File: config.mk
export PLATFORM = sky130hd
export DESIGN_NAME = imem_loader
export DESIGN_NICKNAME = d
export VERILOG_FILES = /design/src/rtl/imem_loader_pkg.sv /design/src/rtl/imem_loader_byte_packer.sv /design/src/rtl/imem_loader.sv
export SDC_FILE = /design/constraint.sdc
export NUM_CORES = 1
export LEC_CHECK = 0
export ABC_AREA = 1
export CELL_PAD_IN_SITES_DETAIL_PLACEMENT = 0
export CELL_PAD_IN_SITES_GLOBAL_PLACEMENT = 1
export CORE_MARGIN = 2
export CORE_UTILIZATION = 40
export CTS_CLUSTER_DIAMETER = 40
export DETAILED_ROUTE_END_ITERATION = 10
export PLACE_DENSITY = 0.83
export SLEW_MARGIN = 20
export SYNTH_ARGS = -nofsm -noshare
export SYNTH_HDL_FRONTEND = slang
export SYNTH_SLANG_ARGS = --single-unit
export TNS_END_PERCENT = 10
File: constraint.sdc
create_clock -name clk -period 3.8 [get_ports clk]
set_input_delay 0.76 -clock clk [delete_from_list [all_inputs] [get_ports clk]]
set_output_delay 0.76 -clock clk [all_outputs]
set_load 0.03 [all_outputs]
File: src/rtl/imem_loader_pkg.sv
// Shared types and defaults for the instruction-memory loader.
// IMEM_LOADER_CHECKSUM_EN adds the CHECK state for the trailing XOR byte.
package imem_loader_pkg;

    localparam int IMEM_DEPTH_DEF  = 256;
    localparam int IMEM_ADDR_W_DEF = 8;

`ifdef IMEM_LOADER_CHECKSUM_EN
    typedef enum logic [2:0] {IDLE, LOAD, WRITE, CHECK, DONE} state_t;
`else
    typedef enum logic [2:0] {IDLE, LOAD, WRITE, DONE} state_t;
`endif

    typedef struct packed {
        logic rx_ready;
        logic busy;
        logic done;
        logic cpu_hold;
    } flags_t;

    // Status flags implied by being in a given state.
    function automatic flags_t state_flags(input state_t s);
        flags_t f;
        f.rx_ready = 1'b0;
        f.busy     = 1'b0;
        f.done     = 1'b0;
        f.cpu_hold = 1'b1;
        case (s)
            LOAD: begin
                f.rx_ready = 1'b1;
                f.busy     = 1'b1;
            end
            WRITE: f.busy = 1'b1;
`ifdef IMEM_LOADER_CHECKSUM_EN
            CHECK: begin
                f.rx_ready = 1'b1;
                f.busy     = 1'b1;
            end
`endif
            DONE: begin
                f.done     = 1'b1;
                f.cpu_hold = 1'b0;
            end
            default: ;
        endcase
        return f;
    endfunction

endpackage

File: src/rtl/imem_loader_byte_packer.sv
// Assembles four accepted bytes into a little-endian 32-bit word and flags
// the byte that completes it; o_word is valid alongside o_word_done.
module byte_packer
    import imem_loader_pkg::*;
(
    input  logic        clk,
    input  logic        reset,
    input  logic        i_clr,
    input  logic        i_en,
    input  logic [7:0]  i_data,
    output logic [31:0] o_word,
    output logic        o_word_done
);

    logic [1:0]  r_idx;
    logic [31:0] r_shift;

    // Bytes enter at the top and move down, so byte 0 ends up in bits 7:0.
    always_ff @(posedge clk or posedge reset) begin
        if (reset) begin
            r_idx   <= 2'd0;
            r_shift <= 32'd0;
        end else if (i_clr) begin
            r_idx   <= 2'd0;
            r_shift <= 32'd0;
        end else if (i_en) begin
            r_idx   <= r_idx + 2'd1;
            r_shift <= {i_data, r_shift[31:8]};
        end
    end

    assign o_word      = {i_data, r_shift[31:8]};
    assign o_word_done = i_en && (r_idx == 2'd3);

endmodule

File: src/rtl/imem_loader.sv
// Streams bytes into instruction memory while holding the CPU in reset.
// Define IMEM_LOADER_CHECKSUM_EN to require a trailing XOR checksum byte.
module imem_loader
    import imem_loader_pkg::*;
#(
    parameter int IMEM_DEPTH = IMEM_DEPTH_DEF,
    parameter int ADDR_W     = IMEM_ADDR_W_DEF
) (
    input  logic              clk,
    input  logic              reset,
    input  logic              start,
    input  logic [ADDR_W:0]   word_count,
    input  logic              rx_valid,
    input  logic [7:0]        rx_data,
    output logic              rx_ready,
    output logic              imem_we,
    output logic [ADDR_W-1:0] imem_addr,
    output logic [31:0]       imem_wdata,
    output logic              cpu_hold,
    output logic              busy,
    output logic              done,
    output logic              error
);

    localparam logic [ADDR_W:0] L_DEPTH = (ADDR_W + 1)'(IMEM_DEPTH);
    localparam logic [ADDR_W:0] L_ONE   = (ADDR_W + 1)'(1);

    state_t            r_state;
    state_t            w_nxt;
    flags_t            r_flags;
    logic              r_we;
    logic [ADDR_W-1:0] r_addr;
    logic [31:0]       r_wdata;
    logic              r_error;
    logic [ADDR_W:0]   r_count;
    logic [ADDR_W:0]   r_widx;
`ifdef IMEM_LOADER_CHECKSUM_EN
    logic [7:0]        r_xor;
`endif

    logic              w_acc;
    logic              w_idle_like;
    logic              w_count_ok;
    logic              w_begin;
    logic [ADDR_W:0]   w_widx_inc;
    logic [31:0]       w_word;
    logic              w_word_done;

    assign w_acc       = rx_valid && r_flags.rx_ready;
    assign w_idle_like = (r_state == IDLE) || (r_state == DONE);
    assign w_count_ok  = (word_count != '0) && (word_count <= L_DEPTH);
    assign w_begin     = w_idle_like && start && w_count_ok;
    assign w_widx_inc  = r_widx + L_ONE;

    byte_packer u_packer (
        .clk         (clk),
        .reset       (reset),
        .i_clr       (w_begin),
        .i_en        (w_acc && (r_state == LOAD)),
        .i_data      (rx_data),
        .o_word      (w_word),
        .o_word_done (w_word_done)
    );

    always_comb begin
        w_nxt = r_state;
        case (r_state)
            IDLE, DONE: if (w_begin) w_nxt = LOAD;
            LOAD:       if (w_word_done) w_nxt = WRITE;
            WRITE: begin
                if (w_widx_inc == r_count) begin
`ifdef IMEM_LOADER_CHECKSUM_EN
                    w_nxt = CHECK;
`else
                    w_nxt = DONE;
`endif
                end else begin
                    w_nxt = LOAD;
                end
            end
`ifdef IMEM_LOADER_CHECKSUM_EN
            CHECK:      if (w_acc) w_nxt = DONE;
`endif
            default:    w_nxt = IDLE;
        endcase
    end

    // Flags and the write strobe are registered from the next state, so they
    // change on the same edge as the state itself.
    always_ff @(posedge clk or posedge reset) begin
        if (reset) begin
            r_state <= IDLE;
            r_flags <= '{rx_ready: 1'b0, busy: 1'b0, done: 1'b0, cpu_hold: 1'b1};
            r_we    <= 1'b0;
            r_addr  <= '0;
            r_wdata <= 32'd0;
            r_error <= 1'b0;
            r_count <= '0;
            r_widx  <= '0;
`ifdef IMEM_LOADER_CHECKSUM_EN
            r_xor   <= 8'd0;
`endif
        end else begin
            r_state <= w_nxt;
            r_flags <= state_flags(w_nxt);
            r_we    <= (w_nxt == WRITE);
            case (r_state)
                IDLE, DONE: begin
                    if (start) begin
                        if (w_count_ok) begin
                            r_count <= word_count;
                            r_widx  <= '0;
                            r_error <= 1'b0;
`ifdef IMEM_LOADER_CHECKSUM_EN
                            r_xor   <= 8'd0;
`endif
                        end else begin
                            r_error <= 1'b1;
                        end
                    end
                end
                LOAD: begin
                    if (w_word_done) begin
                        r_addr  <= r_widx[ADDR_W-1:0];
                        r_wdata <= w_word;
                    end
`ifdef IMEM_LOADER_CHECKSUM_EN
                    if (w_acc) r_xor <= r_xor ^ rx_data;
`endif
                end
                WRITE: r_widx <= w_widx_inc;
`ifdef IMEM_LOADER_CHECKSUM_EN
                CHECK: if (w_acc && (rx_data != r_xor)) r_error <= 1'b1;
`endif
                default: ;
            endcase
        end
    end

    assign rx_ready   = r_flags.rx_ready;
    assign busy       = r_flags.busy;
    assign done       = r_flags.done;
    assign cpu_hold   = r_flags.cpu_hold;
    assign imem_we    = r_we;
    assign imem_addr  = r_addr;
    assign imem_wdata = r_wdata;
    assign error      = r_error;

endmodule

==> impl_metrics.py <==
metrics = {
    "power_and_ir_drop": {
        "switching_power_uw": 577,
        "combPwrFrac": 0.134,
        "clkPwrFrac": 0.349,
        "p_seq_frac": 0.517,
        "p_sw_frac": 0.269,
        "ir_drop_v": 0.000165,
        "power_leakage_uw": 0.00251,
        "power.density_nw_per_um2": 423,
        "p_int_uw": 1570,
    },
    "detailed_routing": {
        "wl_um": 8360,
        "dr.max_layer_used": "met4",
        "drc_errors": 0,
        "dr.pass1.iters": 4,
        "wl_met3_um": 363,
        "wl_met1_um": 4040,
        "detail_route.iter0.violations": 102,
        "dr_total_vias": 3051,
        "antenna_left": 0,
        "wl_per_cell_um": 12.6,
        "met2_length_um": 3810,
        "viasPerCell": 4.61,
    },
    "clocking": {
        "clockBufferDepth": 2,
        "cts_tree": "done",
        "cts.clk_slew.worst_paths_ns": 0.10,
        "cts_resized": 0,
        "worstSkewPairLatency_ns": 0.37,
        "cts_setup_buffers": 0,
        "holdBufCountCts": 0,
        "h-tree-depth": 3,
        "cts.sinks": 93,
        "numCtsBuffers": 9,
        "cts-root-buf": "clkbuf_8",
    },
    "worst_setup_path": {
        "crit_path_start_kind": "register",
        "crit_chain": "clkdlybuf4s50_1",
        "crit_fanout": 1,
        "path_class": "reg2out",
        "slowest_stage": "clkdlybuf4s50_1",
        "end_kind": "output port",
        "worst-path-buf-inv": 1,
        "cp_top_family": "buffers and inverters",
        "required_ns": 3.04,
        "crit_arrival_ns": 1.56,
        "worst_path_largest_cell_delay_ns": 0.67,
    },
    "die": {
        "die_h_um": 105,
        "dieArea_um2": 11000,
        "core-area_um2": 9820,
        "rows": 36,
        "ios": 67,
        "start_util": 0.413,
        "die_w_um": 105,
    },
    "finish": {
        "drive_gt1_frac": 0.127,
        "finalCoreUtilization": 0.516,
        "layout_commonest_cell": "nand2_1",
        "antenna_cells": 0,
        "layout_common_cells": "107 x nand2_1, 92 x dfrtp_1, 73 x inv_1, 66 x clkdlybuf4s50_1, 36 x nor2_1",
        "syn2layout_area_growth_pct": 25.0,
        "nNetsFinal": 547,
    },
    "hold_path": {
        "hp-class": "reg2reg",
    },
    "synthesis": {
        "synth.mux.area_fraction": 0,
        "yosys.area.top_type": "dfrtp_1",
        "synth_nets": 480,
        "yosysWarnings": 0,
        "synth_compound_area_frac": 0.117,
        "ys_seq_area_frac": 0.574,
        "synth_edf_count": 0,
        "ys_async_sr_fraction": 1.00,
        "synth_top_area_share": 0.568,
        "synth-adder-area-share": 0.00617,
        "synth_xor_area_frac": 0.00864,
        "synth-simple-area-share": 0.199,
        "syn_inst": 457,
        "syn_area_per_cell_um2": 8.87,
        "synthDistinctLibCells": 29,
        "ys_ff_latch": 93,
        "synth_top_family_by_area": "simple AND/OR/NAND/NOR gates",
        "synth_ff_type": "dfrtp_1",
        "synth_area_leaders": "dfrtp_1 57%, nand2_1 9.9%, inv_1 6.9%, a21oi_2 4.3%, nor2_1 3.3%",
        "synth_area_um2": 4050,
    },
    "status": {
        "status": "completed",
    },
    "timing": {
        "tightest_slew_ns": 0.687,
        "fin_crit_ns": 2.32,
        "finalClockSkew_ns": 0.00898,
        "rsz0062_at_grt": "no",
        "fmax_ghz": 0.431,
        "fin_tns_setup_ns": 0,
        "setup_viol": 0,
        "drv_slew": 0,
        "maxSlewHeadroom": 0.542,
        "timing.final.crit_share": 0.611,
        "hold_viol": 0,
    },
    "placed_design": {
        "portBuffers": 66,
        "place_congestion": 0.882,
        "hpwl_um": 5960,
    },
    "global_routing": {
        "grt_overflow_total": 0,
        "antenna_found_initial": 0,
        "grt_usage": 0.165,
        "grt_pass1_vias": 3117,
        "grt_max_degree": 59,
        "grt_pass1_wl_um": 14600,
    },
    "run": {
        "maxCapViolations": 0,
    },
}
cells by family after synthesis:
family	Yosys count
AO/OA/AOI/OAI	78
XOR/XNOR	4
adder cells (fa/ha/maj)	2
buffers and inverters	94
flip-flops	93
other	1
AND/OR/NAND/NOR	185
through the flow:
stage	worst slack (ns)	hold slack [ns]	instances	total power [µW]	cell area (µm²)
finish	1.48	0.486	662	2150	5070
global route	1.39	0.514	662	2260	5070
CTS	1.46	0.491	662	2170	5070
detailed placement	1.18	0.465	646	1420	4840
global placement	1.24	0.461	646	1410	4840
floorplan	0.621	0.448	457	1330	4050
Yosys cell counts (5+ instances only):
cell / number
o22ai_1: 5
dfrtp_1: 92
a21oi_1: 7
o21ai_1: 22
a21oi_2: 20
nand3_1: 20
nor2_1: 36
nand2_1: 107
nor2_2: 6
buf_2: 8
o21ai_0: 23
inv_2: 7
nand2_2: 7
inv_1: 74
worst min-delay path, delay by kind of cell (launching register included):
kind             cells  cell delay, ns
AND/OR/NAND/NOR      2            0.10
flip-flops           1            0.35
registers in the layout, indices dropped and copies added (netlist names):
register,cells
rx_ready,1
r_count,9
busy,1
done,1
r_widx,9
imem_we,1
error,1
u_packer.r_idx,2
cpu_hold,1
imem_addr,8
imem_wdata,32
r_state,3
u_packer.r_shift,24
power by group through the flow:
stage	Clock [µW]	Sequential, µW	Combinational [µW]
6_report	748	1110	288
4_1_cts	772	1110	294
5_1_grt	815	1120	328
3_5_place_dp	0	1130	293
2_1_floorplan	0	1140	188
3_3_place_gp	0	1130	286
final cells by class:
class / count / area (µm²)
clock buffers: 10 / 138
repair buffers: 69 / 696
well taps: 133 / 166
multi-input cells: 270 / 1340
clock inverters: 6 / 91.3
fillers: 989 / 4750
flip-flops and latches: 93 / 2330
inverters: 81 / 305
worst paths after layout:
kind | startpoint | endpoint | slack [ns] | depth (start not counted)
min in group asynchronous | reset | error | 0.80 | 2
worst min register to register | imem_wdata[2] | imem_wdata[2] | 0.49 | 2
max in group asynchronous | reset | cpu_hold | 2.26 | 3
worst max-delay path | cpu_hold | cpu_hold | 1.48 | 1
worst max register to register | r_state[1] | u_packer.r_shift[28] | 1.82 | 8
worst min-delay path | imem_wdata[2] | imem_wdata[2] | 0.49 | 2
layer usage:
layer / vias to the layer above / track usage
met5: - / 0
met4: 0 / 0.0790
met3: 8 / 0.0362
met2: 61 / 0.256
met1: 1440 / 0.221
li1: 1542 / -
No activity file was read; power rests on OpenSTA's default activity.
